### src/rtl/home_access_sequencer.sv
// Top-level smart-home access sequencer: gates commands behind authorization,
// enforces failed-attempt lockout, drives lighting/climate commands and the light timer tick.
//   state     | meaning
//   LOCKED    | waiting for key_press, commands ignored
//   AUTH_WAIT | auth requested, waiting for access_in or timeout
//   UNLOCKED  | user commands forwarded, idle auto-lock running
//   LOCKOUT   | too many failures, key_press ignored for a fixed time
//   EMERGENCY | safety override, lights forced on, everything else ignored
module home_access_sequencer #(
  parameter int AUTH_TIMEOUT   = 6,
  parameter int MAX_FAILS      = 3,
  parameter int LOCKOUT_CYCLES = 32,
  parameter int IDLE_TIMEOUT   = 64,
  parameter int LIGHT_TIMEOUT  = 16
) (
  input  logic       clk,
  input  logic       reset,
  input  logic       key_press,
  input  logic       access_in,
  input  logic [1:0] safety_state,
  input  logic [1:0] light_state,
  input  logic       cmd_light,
  input  logic       cmd_dim,
  input  logic       cmd_climate,
  input  logic       cmd_lock,
  output logic       auth_start,
  output logic       light_switch_on,
  output logic       light_dim,
  output logic       light_timer_done,
  output logic       climate_enable,
  output logic [2:0] mode
);

  localparam int M1   = (AUTH_TIMEOUT > MAX_FAILS) ? AUTH_TIMEOUT : MAX_FAILS;
  localparam int M2   = (LOCKOUT_CYCLES > IDLE_TIMEOUT) ? LOCKOUT_CYCLES : IDLE_TIMEOUT;
  localparam int M3   = (M1 > M2) ? M1 : M2;
  localparam int MAXP = (M3 > LIGHT_TIMEOUT) ? M3 : LIGHT_TIMEOUT;
  localparam int CW   = $clog2(MAXP);

  localparam logic [CW-1:0] AUTH_LAST  = CW'(AUTH_TIMEOUT - 1);
  localparam logic [CW-1:0] FAIL_LAST  = CW'(MAX_FAILS - 1);
  localparam logic [CW-1:0] LOCK_LAST  = CW'(LOCKOUT_CYCLES - 1);
  localparam logic [CW-1:0] IDLE_LAST  = CW'(IDLE_TIMEOUT - 1);
  localparam logic [CW-1:0] LIGHT_LAST = CW'(LIGHT_TIMEOUT - 1);
  localparam logic [CW-1:0] ONE        = CW'(1);

  typedef enum logic [2:0] {
    LOCKED    = 3'd0,
    AUTH_WAIT = 3'd1,
    UNLOCKED  = 3'd2,
    LOCKOUT   = 3'd3,
    EMERGENCY = 3'd4
  } state_t;

  state_t        state_q, state_d;
  logic [CW-1:0] wait_cnt_q, wait_cnt_d;
  logic [CW-1:0] fail_cnt_q, fail_cnt_d;
  logic [CW-1:0] lockout_cnt_q, lockout_cnt_d;
  logic [CW-1:0] idle_cnt_q, idle_cnt_d;
  logic [CW-1:0] light_cnt_q, light_cnt_d;
  logic          auth_start_q, auth_start_d;
  logic          light_on_q, light_on_d;
  logic          light_dim_q, light_dim_d;
  logic          timer_done_q, timer_done_d;
  logic          climate_q, climate_d;
  logic          alarm;

  assign alarm = (safety_state == 2'b01);

  always_ff @(posedge clk or posedge reset) begin
    if (reset) begin
      state_q       <= LOCKED;
      wait_cnt_q    <= '0;
      fail_cnt_q    <= '0;
      lockout_cnt_q <= '0;
      idle_cnt_q    <= '0;
      light_cnt_q   <= '0;
      auth_start_q  <= 1'b0;
      light_on_q    <= 1'b0;
      light_dim_q   <= 1'b0;
      timer_done_q  <= 1'b0;
      climate_q     <= 1'b0;
    end else begin
      state_q       <= state_d;
      wait_cnt_q    <= wait_cnt_d;
      fail_cnt_q    <= fail_cnt_d;
      lockout_cnt_q <= lockout_cnt_d;
      idle_cnt_q    <= idle_cnt_d;
      light_cnt_q   <= light_cnt_d;
      auth_start_q  <= auth_start_d;
      light_on_q    <= light_on_d;
      light_dim_q   <= light_dim_d;
      timer_done_q  <= timer_done_d;
      climate_q     <= climate_d;
    end
  end

  always_comb begin
    state_d       = state_q;
    wait_cnt_d    = wait_cnt_q;
    fail_cnt_d    = fail_cnt_q;
    lockout_cnt_d = lockout_cnt_q;
    idle_cnt_d    = idle_cnt_q;
    light_cnt_d   = light_cnt_q;
    climate_d     = climate_q;
    auth_start_d  = 1'b0;
    light_on_d    = 1'b0;
    light_dim_d   = 1'b0;
    timer_done_d  = 1'b0;

    if (safety_state == 2'b10) begin
      state_d       = EMERGENCY;
      wait_cnt_d    = '0;
      fail_cnt_d    = '0;
      lockout_cnt_d = '0;
      idle_cnt_d    = '0;
      light_cnt_d   = '0;
      climate_d     = 1'b0;
      light_on_d    = 1'b1;
    end else begin
      case (state_q)
        LOCKED: begin
          if (key_press) begin
            state_d      = AUTH_WAIT;
            wait_cnt_d   = '0;
            auth_start_d = 1'b1;
          end
        end
        AUTH_WAIT: begin
          wait_cnt_d = wait_cnt_q + ONE;
          if (access_in) begin
            state_d    = UNLOCKED;
            fail_cnt_d = '0;
            idle_cnt_d = '0;
          end else if (wait_cnt_q == AUTH_LAST) begin
            if (fail_cnt_q == FAIL_LAST) begin
              state_d       = LOCKOUT;
              lockout_cnt_d = '0;
            end else begin
              state_d    = LOCKED;
              fail_cnt_d = fail_cnt_q + ONE;
            end
          end
        end
        LOCKOUT: begin
          lockout_cnt_d = lockout_cnt_q + ONE;
          if (lockout_cnt_q == LOCK_LAST) begin
            state_d    = LOCKED;
            fail_cnt_d = '0;
          end
        end
        UNLOCKED: begin
          // during ALARM commands are dropped and do not count as activity
          if (!alarm && cmd_lock) begin
            state_d    = LOCKED;
            idle_cnt_d = '0;
          end else if (!alarm && (cmd_light || cmd_dim || cmd_climate)) begin
            light_on_d  = cmd_light;
            light_dim_d = cmd_dim && !cmd_light;
            if (cmd_climate) climate_d = !climate_q;
            idle_cnt_d = '0;
          end else if (idle_cnt_q == IDLE_LAST) begin
            state_d    = LOCKED;
            idle_cnt_d = '0;
          end else begin
            idle_cnt_d = idle_cnt_q + ONE;
          end
        end
        EMERGENCY: state_d = LOCKED;
        default:   state_d = LOCKED;
      endcase

      if (state_q != EMERGENCY) begin
        if (light_state[0]) begin
          if (light_cnt_q == LIGHT_LAST) begin
            light_cnt_d  = '0;
            timer_done_d = 1'b1;
          end else begin
            light_cnt_d = light_cnt_q + ONE;
          end
        end else begin
          light_cnt_d = '0;
        end
      end
    end
  end

  assign auth_start       = auth_start_q;
  assign light_switch_on  = light_on_q;
  assign light_dim        = light_dim_q;
  assign light_timer_done = timer_done_q;
  assign climate_enable   = climate_q;
  assign mode             = state_q;

endmodule

### config.mk
export PLATFORM = sky130hd
export DESIGN_NAME = home_access_sequencer
export DESIGN_NICKNAME = d
export VERILOG_FILES = /design/src/rtl/home_access_sequencer.sv
export SDC_FILE = /design/constraint.sdc
export NUM_CORES = 1
export LEC_CHECK = 0
export ABC_AREA = 1
export ABC_CLOCK_PERIOD_IN_PS = 2300
export BUFFER_PORTS_ARGS = -buffer_cell sky130_fd_sc_hd__buf_4
export CAP_MARGIN = 0
export CORE_UTILIZATION = 55
export CTS_CLUSTER_SIZE = 8
export DETAILED_ROUTE_END_ITERATION = 16
export PLACE_DENSITY = 0.86
export SETUP_SLACK_MARGIN = 0.2
export SYNTH_ARGS = -nofsm -noshare
export SYNTH_HDL_FRONTEND = slang
export SYNTH_SLANG_ARGS = --single-unit
### constraint.sdc
create_clock -name clk -period 2.3 [get_ports clk]
set_clock_uncertainty 0.1 [all_clocks]
set_input_delay 0.23 -clock clk [delete_from_list [all_inputs] [get_ports clk]]
set_output_delay 0.23 -clock clk [all_outputs]
set_load 0.05 [all_outputs]
Yosys cells after proc, flatten, opt, wreduce, memory -nomap -nowiden
Cells that the tools add are included.

word-level totals
  output and inout port bits = 8
  input port bits = 12
  bits in registers = 38
  logic and storage cells = 114

operators by class
  add/subtract/negate cells = 5
  equality and inequality tests = 22
  reduce and logical (&&, ||, !) cells = 22
  multiplexer cells = 54

operator list
  kind                   count
  $mux W6                20
  $pmux W6 S2            4
  $add A6 B1 Y6 const B  5
  $mux W3                8
  $ne A3 B3 Y1 const B   7
  $mux W1                20
  $ne A4 B4 Y1 const B   4
  $pmux W3 S4            1
  $reduce_and A4 Y1      3
  $reduce_bool A3 Y1     3
  $reduce_bool A2 Y1     4
  $eq A3 B2 Y1 const B   2
  $eq A6 B2 Y1 const B   1
  $eq A6 B3 Y1 const B   1
  $eq A6 B4 Y1 const B   1
  $eq A6 B5 Y1 const B   1
  $eq A6 B6 Y1 const B   1
  $reduce_and A5 Y1      1
  $reduce_and A2 Y1      2
  $eq A3 B1 Y1 const B   1
  $logic_and A1 B1 Y1    3
  $logic_not A1 Y1       3
  $logic_not A3 Y1       1
  $eq A2 B1 Y1 const B   1
  other kinds (4)        5

Logic depth before layout (Yosys ltp)
Gate-level depths: netlist of run 1.

  depth after elaboration = 7
  gate-level depth with buffers = 10
  mapped depth without buffers = 10

Least setup slack after synthesis of run 1
No wires, ideal clock.

  path kind = register to register
  start = register state_q[0] (netlist: mode[0])
  end = register state_q[1] (netlist: mode[1])
  data arrival time = 1.593 ns
  required time = 2.134 ns
  period minus slack after synthesis = 1.759 ns
  library setup time = 0.066 ns
  buffers on the path = 1
  slack = 0.541 ns
  stages on the path, launching flop included = 10
  cell sequence = dfrtp_1 buf_4 nand3_1 inv_2 nand3_1 nand2_2 inv_2 nand3_1 nand2_1 nand2_1

on the way
  word-level cells in the longest chain between the ends = 3
  elaborated cells on any way between the ends = 12
  classes of those cells = eq/ne: 8; mux: 2; reduce/logical: 2

RTL lines
  element                                                 line  text
  start, declared                                         55    state_t state_q, state_d;
  start signal, assigned                                  84    state_q <= state_d;
  $eq A3 B2 Y1 (tied with other cells)                    121   case (state_q)
  $ne A4 B4 Y1 (no line) (tied with other cells)          -
  $reduce_and A5 Y1 (no line) or $mux W3 (tied branches)  -

Parallel ways exist; a longest one is shown, timed or not.
A chain may end at the register's enable or synchronous reset.

Worst setup path after layout of run 1
  start = register state_q[0] (netlist: mode[0])
  end = register fail_cnt_q[3]

on the way
  word-level cells in the longest chain between the ends = 3
  elaborated cells on any way between the ends = 9
  classes of those cells = eq/ne: 5; mux: 2; reduce/logical: 2

RTL lines
  element                                                 line  text
  $eq A3 B1 Y1 or $eq A3 B2 Y1 (tied branches)            121
  $ne A4 B4 Y1 (no line) (tied with other cells)          -
  $reduce_and A4 Y1 (no line) or $mux W6 (tied branches)  -
  end signal, assigned                                    86    fail_cnt_q <= fail_cnt_d;
  end, declared                                           57    logic [CW-1:0] fail_cnt_q, fail_cnt_d;

Parallel ways exist; a longest one is shown, timed or not.

==> key figures, run 1 <==
Yosys
  – Cells after synthesis: 287
  – Avg Cell Area, Syn: 7.573 um2
  – Mapped Area: roughly 2200 um2
  – Register area share after synthesis: 43.75%
  – Synth warnings: 0
  – Syn nets: 306
  – Post-synthesis register bit count: 38
  – Yosys cell types: 30

Outcome
  – Status: completed

Critical path
  – CP top delay family: simple AND/OR/NAND/NOR gates
  – Crit-path slowest cell: dfrtp_1
  – FF-to-FF path depth: 7
  – CP required: between 2 and 2.5 ns
  – CP startpoint kind: register
  – Crit-path max FO: 10
  – Sequence of cells on the critical path: nand3_1 > inv_2 > nand3_1 > nand2_2 > nor2_4 > nand2_1 > nand2_1
  – WP buf/inv: 1
  – Critical Path Max Stage Delay: between 0.5 and 0.6 ns
  – Worst setup path class: reg -> reg
  – R2r endpoint: fail_cnt_q[3]
  – R2R Setup Slk: 0.52 ns
  – WP data arrival: 1.85 ns
  – Reg-to-reg startpoint: mode[0]
  – Worst setup EP type: register

Timing
  – Final TNS setup: 0 ns
  – Rel. slew slack: 74.13%
  – Fmax: 562.3 MHz
  – Tightest Pin Transition: 0.3880 ns
  – Setup-failing EPs final: 0
  – Unrepaired setup endpoints after global routing: no
  – Final hold violations: 0
  – Final Cycle Share: between 70% and 80%
  – Count of pins over their slew limit: 0
  – Final critical-path required period: 1.778 ns

Floorplan
  – Die H: about 65 um
  – Die area: 4207 um2
  – Die width: 64.86 um
  – Row cnt: 22
  – Core area: 3716 um2
  – Initial Utilization: between 50% and 60%
  – Ports: 20

Pwr
  – Leak Pwr: ~0.0013 uW
  – Clock network power share: approximately 25%
  – Combinational power share: 31.4%
  – Cell-internal power: 1175 uW
  – Sw Share: between 30% and 40%
  – Sequential Power Share: about 44%
  – Worst vdd ir: 0.0004883 V
  – Pwr Density: 781.7 nW/um2
  – Sw Pwr: 760.5 uW

Clock tree
  – Clock Sink Count: 38
  – Clock buffer count from CTS: 5
  – Worst-Skew Late Latency: 0.29 ns
  – Clock Path Buffers: 2
  – TritonCTS clock tree: done
  – Root Buffer: clkbuf_8
  – Clk slew on worst S/H paths: approximately 0.080 ns
  – CTS H-tree depth: 2
  – Post-CTS setup buffers: 0

Detailed routing
  – DR WL/cell: 12.06 um
  – Vias per inst: 5.362
  – Antenna Nets Post-Route: 0
  – Vias: 1941
  – Final wirelength: 4365 um
  – DRT iter0 DRCs: 136
  – TritonRoute pass-1 iters: 6
  – Drt drc: 0

Worst hold path
  – Hold Path Depth: 2
  – Hold Crit Class: in -> reg
  – Worst hold endpoint: light_dim
  – Min-delay src: cmd_light

Global routing
  – Initial antenna violation count: 0
  – Number of global-route vias before repair: 1881
  – Total Routing Usage GR: roughly 24%
  – Largest net degree at the start of global routing: 30
  – Total congestion overflow: 0
  – First-pass GRT wire length: 7872 um

Run
  – Max Cap Viol: 0

Finish
  – Post-Layout Cell Count: 362
  – Layout cell share with drive strength beyond 1: 13.69%
  – Multi-input logic area: 1067 um2
  – Filler instances: 321
  – Nets: 332
  – Reg area: about 950 um2
  – Area grow syn2layout: 13.93%
  – Number of diodes: 0

Place
  – Port Buffers: 18
  – HPWL Detailed: 3194 um
  – RePlAce Congestion: 0.8746
  – Placed insts: about 350
==> cells by family after synthesis <==
group           after synthesis  synth area share [%]
flops                        38                 43.75
simple gates                155                 32.36
xor+xnor                      5                 2.015
buf+inv                      40                 7.139
fa+ha+maj                     7                 4.030
compound gates               42                 10.71
==> routing by layer <==
metal / track usage (%) / routed length [um] / up-vias
li1: - / - / 989
met1: 30.05 / 1998 / 904
met2: 39.45 / 2095 / 36
met3: 6.338 / 177 / 12
met4: 10.83 / 93 / 0
met5: 0 / 0 / -
==> power groups by stage <==
stage                     Clock, uW  Sequential, uW  Combinational [uW]
after floorplan                   0             902                 405
after global placement            0             861                 584
after detailed placement          0             861                 602
after CTS                       492             850                 608
after global routing            510             865                 693
final                           477             851                 607
==> through the flow <==
step                      area (um2)  util (%)  hold slack, ns  power [uW]  setup slack, ns
after global routing            2476     66.63         0.03637        2067           0.3379
final                           2476     66.63         0.03185        1936           0.5217
after global placement          2371     63.80          0.1332        1445           0.6284
after CTS                       2476     66.63         0.02162        1950           0.5390
after detailed placement        2371     63.80          0.1352        1463           0.5813
after floorplan                 2173         -          0.2031        1307           0.5412
==> synth_stat cells <==
library cell   n  area (um2)
dfrtp_1       38       950.9
or2_1          1       6.260
o21ai_1        4       20.02
nand4_1        6       37.54
nor2_1        27       101.4
a2bb2oi_1      1       8.760
nand3_1       32       160.2
and2_1         1       6.260
nand2_2        3       18.77
buf_2          1       5.000
o21ai_0       17       85.08
xor2_1         3       26.28
nor3_2         1       10.01
or2_2          2       12.51
o21bai_1       3       22.52
nor2_2         1       6.260
a32o_1         1       10.01
inv_2          3       11.26
o21ai_2        1       8.760
nor3_1         6       30.03
nor2_4         3       33.78
a21oi_1       13       65.06
xnor2_1        2       17.52
nand2_1       70       262.8
nand3_2        1       10.01
o22ai_1        2       12.51
inv_1         35       131.4
ha_1           7       87.58
nand3b_1       1       7.510
buf_4          1       7.510
==> cells in the final DEF, fill, tap and decap left out, types with 2 or more instances in the layout <==
cell type	synthesis	layout
buf_4	1	20
o21ai_0	17	17
or2_2	2	2
nand2_2	3	3
nand3_1	32	32
dfrtp_1	38	38
nand4_1	6	6
ha_1	7	7
inv_2	3	3
nand2_1	70	70
xor2_1	3	3
a21oi_1	13	13
xnor2_1	2	2
nor2_1	27	27
o21ai_1	4	4
nor2_4	3	3
nor3_1	6	6
o21bai_1	3	3
clkbuf_8	0	6
inv_1	35	35
o22ai_1	2	2
==> registers in the layout, indices dropped and copies added (netlist names) <==
| name | flops |
|---|---|
| light_dim | 1 |
| fail_cnt_q | 6 |
| mode | 3 |
| light_timer_done | 1 |
| lockout_cnt_q | 6 |
| light_cnt_q | 6 |
| wait_cnt_q | 6 |
| idle_cnt_q | 6 |
| auth_start | 1 |
| climate_enable | 1 |
| light_switch_on | 1 |
==> worst max path at each step <==
stage	startpoint	endpoint	slack [ns]	cells past startpoint
floorplan	mode[0]	mode[1]	0.54	9
global placement	mode[0]	fail_cnt_q[5]	0.63	7
detailed placement	mode[0]	fail_cnt_q[3]	0.58	7
CTS	mode[0]	fail_cnt_q[3]	0.54	7
global route	mode[0]	fail_cnt_q[3]	0.34	7
finish	mode[0]	fail_cnt_q[3]	0.52	7
==> final cells by class <==
type | count | area share [%]
timing repair buffer | 21 | 6.468
clock inverter | 2 | 0.5053
inverter | 38 | 5.761
tap | 48 | 2.425
sequential | 38 | 38.40
clock buffer | 6 | 3.335
multi-input combinational | 209 | 43.10
==> what timing repair did <==
action / in CTS / in global routing
hold buffers: 1 / 0
hold endpoints to repair: 9 / 0
gates resized for setup: 0 / 0
==> worst reg2reg max path, cell delays in order (launching register included) <==
cell and delay, ns:
dfrtp_1 0.58, nand3_1 0.23, inv_2 0.19, nand3_1 0.15, nand2_2 0.20, nor2_4 0.09
nand2_1 0.07, nand2_1 0.06
(Power assumes the default switching activity.)
==> run 2: changes to the inputs <==
--- a/config.mk
+++ b/config.mk
@@ -6,10 +6,10 @@
 export NUM_CORES = 1
 export LEC_CHECK = 0
 export ABC_AREA = 1
-export ABC_CLOCK_PERIOD_IN_PS = 2300
+export ABC_CLOCK_PERIOD_IN_PS = 1600
 export BUFFER_PORTS_ARGS = -buffer_cell sky130_fd_sc_hd__buf_4
 export CAP_MARGIN = 0
-export CORE_UTILIZATION = 55
+export CORE_UTILIZATION = 53
 export CTS_CLUSTER_SIZE = 8
 export DETAILED_ROUTE_END_ITERATION = 16
 export PLACE_DENSITY = 0.86
==> constraint.sdc (replaced) <==
create_clock -name clk -period 1.6 [get_ports clk]
set_clock_uncertainty 0.1 [all_clocks]
set_input_delay 0.16 -clock clk [delete_from_list [all_inputs] [get_ports clk]]
set_output_delay 0.16 -clock clk [all_outputs]
set_load 0.05 [all_outputs]
==> run 2 against run 1 <==
Effect of this change: the flow now finishes with violations (negative setup slack); register-to-register slack got worse by 0.56 ns; maximum frequency increased by 8.7%; clock power increased by 38%; global-route usage increased by 2.0 points; sequential share of layout area decreased by 6.0 points; final cell count increased by 8.3%; sequential cell count unchanged; die area increased by 3.7%.
==> key figures, run 2 (synthesized netlist as in run 1, its figures left out) <==
Worst hold path
  – Min-delay src: cmd_light
  – Hold Crit Class: in -> reg
  – Hold Path Depth: 3 (+1)
  – Worst hold endpoint: light_switch_on

Detailed routing
  – Final wirelength: 6052 um (+39%)
  – DR WL/cell: 15.44 um (+28%)
  – Antenna Nets Post-Route: 0 (unchanged)
  – Vias per inst: 5.747 (+7.2%)
  – DRT iter0 DRCs: 168 (+24%)
  – Vias: 2253 (+16%)
  – TritonRoute pass-1 iters: 5 (-1)
  – Drt drc: 0 (unchanged)

Critical path
  – Worst setup EP type: register
  – WP data arrival: 1.77 ns (-0.08 ns)
  – Worst setup path class: reg -> reg
  – R2R Setup Slk: -0.04 ns (-0.56 ns)
  – Crit-path max FO: 7 (-3)
  – Critical Path Max Stage Delay: 0.52 ns (-0.06 ns)
  – Sequence of cells on the critical path: nor2_4 > nand2_4 > nor2_4 > nand2_2 > nand2_4 > inv_2 > nand3_1 > nand2_1 > nand2_1
  – R2r endpoint: mode[1]
  – Crit-path slowest cell: dfrtp_4
  – Reg-to-reg startpoint: mode[1]
  – CP top delay family: simple AND/OR/NAND/NOR gates
  – CP startpoint kind: register
  – FF-to-FF path depth: 9 (+2)
  – WP buf/inv: 1 (unchanged)
  – CP required: 1.73 ns (-0.64 ns)

Clock tree
  – Worst-Skew Late Latency: 0.31 ns (+0.02 ns)
  – Clock buffer count from CTS: 5 (unchanged)
  – Clock Path Buffers: 2 (unchanged)
  – CTS H-tree depth: 2 (unchanged)
  – Clk slew on worst S/H paths: 0.07 ns (about the same)
  – Clock Sink Count: 38 (unchanged)
  – Root Buffer: clkbuf_8
  – TritonCTS clock tree: done

Finish
  – Reg area: 959.7 um2 (+0.92%)
  – Layout cell share with drive strength beyond 1: 34.88% (+21 points)
  – Multi-input logic area: 1304 um2 (+22%)
  – Most frequent cells in the layout: 60 x nand2_1, 44 x buf_4, 33 x dfrtp_1
  – Area grow syn2layout: 36.33%
  – Final Util: 78.00% (+11 points)
  – Post-route cell area: 2963 um2 (+20%)
  – Filler instances: 229 (-29%)
  – Commonest non-fill, non-tap cell in the layout: nand2_1
  – Nets: 362 (+9.0%)
  – Number of diodes: 0 (unchanged)

Timing
  – Setup-failing EPs final: 3 (+3)
  – Rel. slew slack: 66.57% (-7.6 points)
  – Unrepaired setup endpoints after global routing: yes
  – Final critical-path required period: 1.636 ns (-0.1426 ns)
  – Tightest Pin Transition: 0.5009 ns (+0.1129 ns)
  – Final Cycle Share: 102.2% (+25 points)
  – Count of pins over their slew limit: 0 (unchanged)
  – Fmax: 611.4 MHz (+8.7%)
  – Final hold violations: 0 (unchanged)
  – Final Worst Setup Slack: -0.03570 ns (-0.5574 ns)

Global routing
  – First-pass GRT wire length: 8549 um (+8.6%)
  – Largest net degree at the start of global routing: 21 (-30%)
  – Initial antenna violation count: 0 (unchanged)
  – Number of global-route vias before repair: 2010 (+6.9%)
  – Total Routing Usage GR: 26.28% (+2.0 points)
  – Total congestion overflow: 0 (unchanged)

Outcome
  – Failing checks: negative setup slack
  – Status: finished, violations left

Pwr
  – Worst vdd ir: 0.0006588 V (+35%)
  – Leak Pwr: 0.001410 uW (+13%)
  – Pwr Density: 1108 nW/um2 (+42%)
  – Final Total Pwr: 3283 uW (+70%)

Floorplan
  – Ports: 20 (unchanged)
  – Initial Utilization: 57.21% (-1.3 points)
  – Die width: 66.04 um (+1.8%)
  – Die H: 66.04 um (+1.8%)
  – Row cnt: 22 (unchanged)
  – Core area: 3799 um2 (+2.2%)
  – Die area: 4361 um2 (+3.7%)

Place
  – Area after DPL: 2530 um2 (+6.7%)
  – RePlAce Congestion: 0.8440 (-3.5%)
  – HPWL Detailed: 3488 um (+9.2%)
  – Setup WS pre-CTS: 0.004292 ns (-0.5770 ns)
  – Port Buffers: 18 (unchanged)

Run
  – Max Cap Viol: 0 (unchanged)
-- run 2: cell types whose count changed in the layout (fill, tap and decap cells not counted), sizes merged --
cell	delta
clkinv	+1
nand2	+1
dlygate4sd3	+1
buf	+28
clkinvlp	-1
-- run 2: tightest hold or removal path: cells and delay by family --
family | cells | cell delay (ns)
buf+inv | 2 | 0.15
compound gates | 1 | 0.05
-- run 2: timing repair --
item,CTS,global route
hold buffers,2,0
hold endpoints to repair,10,0
gates resized for setup,13,40
pin swaps,10,26
cloned,1,0
setup buffers,9,10
setup endpoints to repair,28,33
-- run 2: how the worst max path moves through the flow --
stage / startpoint / to / slack, ns / cells past startpoint
2_1_floorplan: mode[0] / mode[1] / 0.11 / 8
3_3_place_gp: idle_cnt_q[0] / mode[1] / 0.08 / 8
3_5_place_dp: idle_cnt_q[0] / mode[1] / 0.004 / 8
4_1_cts: mode[1] / fail_cnt_q[3] / 0.05 / 8
5_1_grt: mode[1] / mode[1] / -0.10 / 9
6_report: mode[1] / mode[1] / -0.04 / 9
-- run 2: metrics by stage --
stage	TNS [ns]	std cells	hold slack, ns
2_1_floorplan	0	287	0.1331
3_3_place_gp	0	362	0.1068
3_5_place_dp	0	362	0.1113
4_1_cts	0	382	0.01708
5_1_grt	-0.8531	392	0.02650
6_report	-0.05423	392	0.004465
-- run 2: where the power goes --
part           switching, uW  internal, uW  total, uW
Sequential               150          1080       1230
Clock                    356           302        659
Combinational            856           539       1400
-- run 2: final cells by class --
| cell class | instances | area share [%] |
|---|---|---|
| tap | 48 | 2.027 |
| clock inverter | 2 | 0.3378 |
| sequential | 38 | 32.39 |
| timing repair buffer | 50 | 13.64 |
| clock buffer | 6 | 2.449 |
| multi-input combinational | 210 | 44.00 |
| inverter | 38 | 5.152 |
-- run 2: per-layer routing --
metal	routed length [um]	vias to the layer above	global-route usage [%]
li1	-	1051	-
met1	2434	1064	32.27
met2	3008	113	42.22
met3	358	25	4.828
met4	250	0	16.76
met5	0	-	0
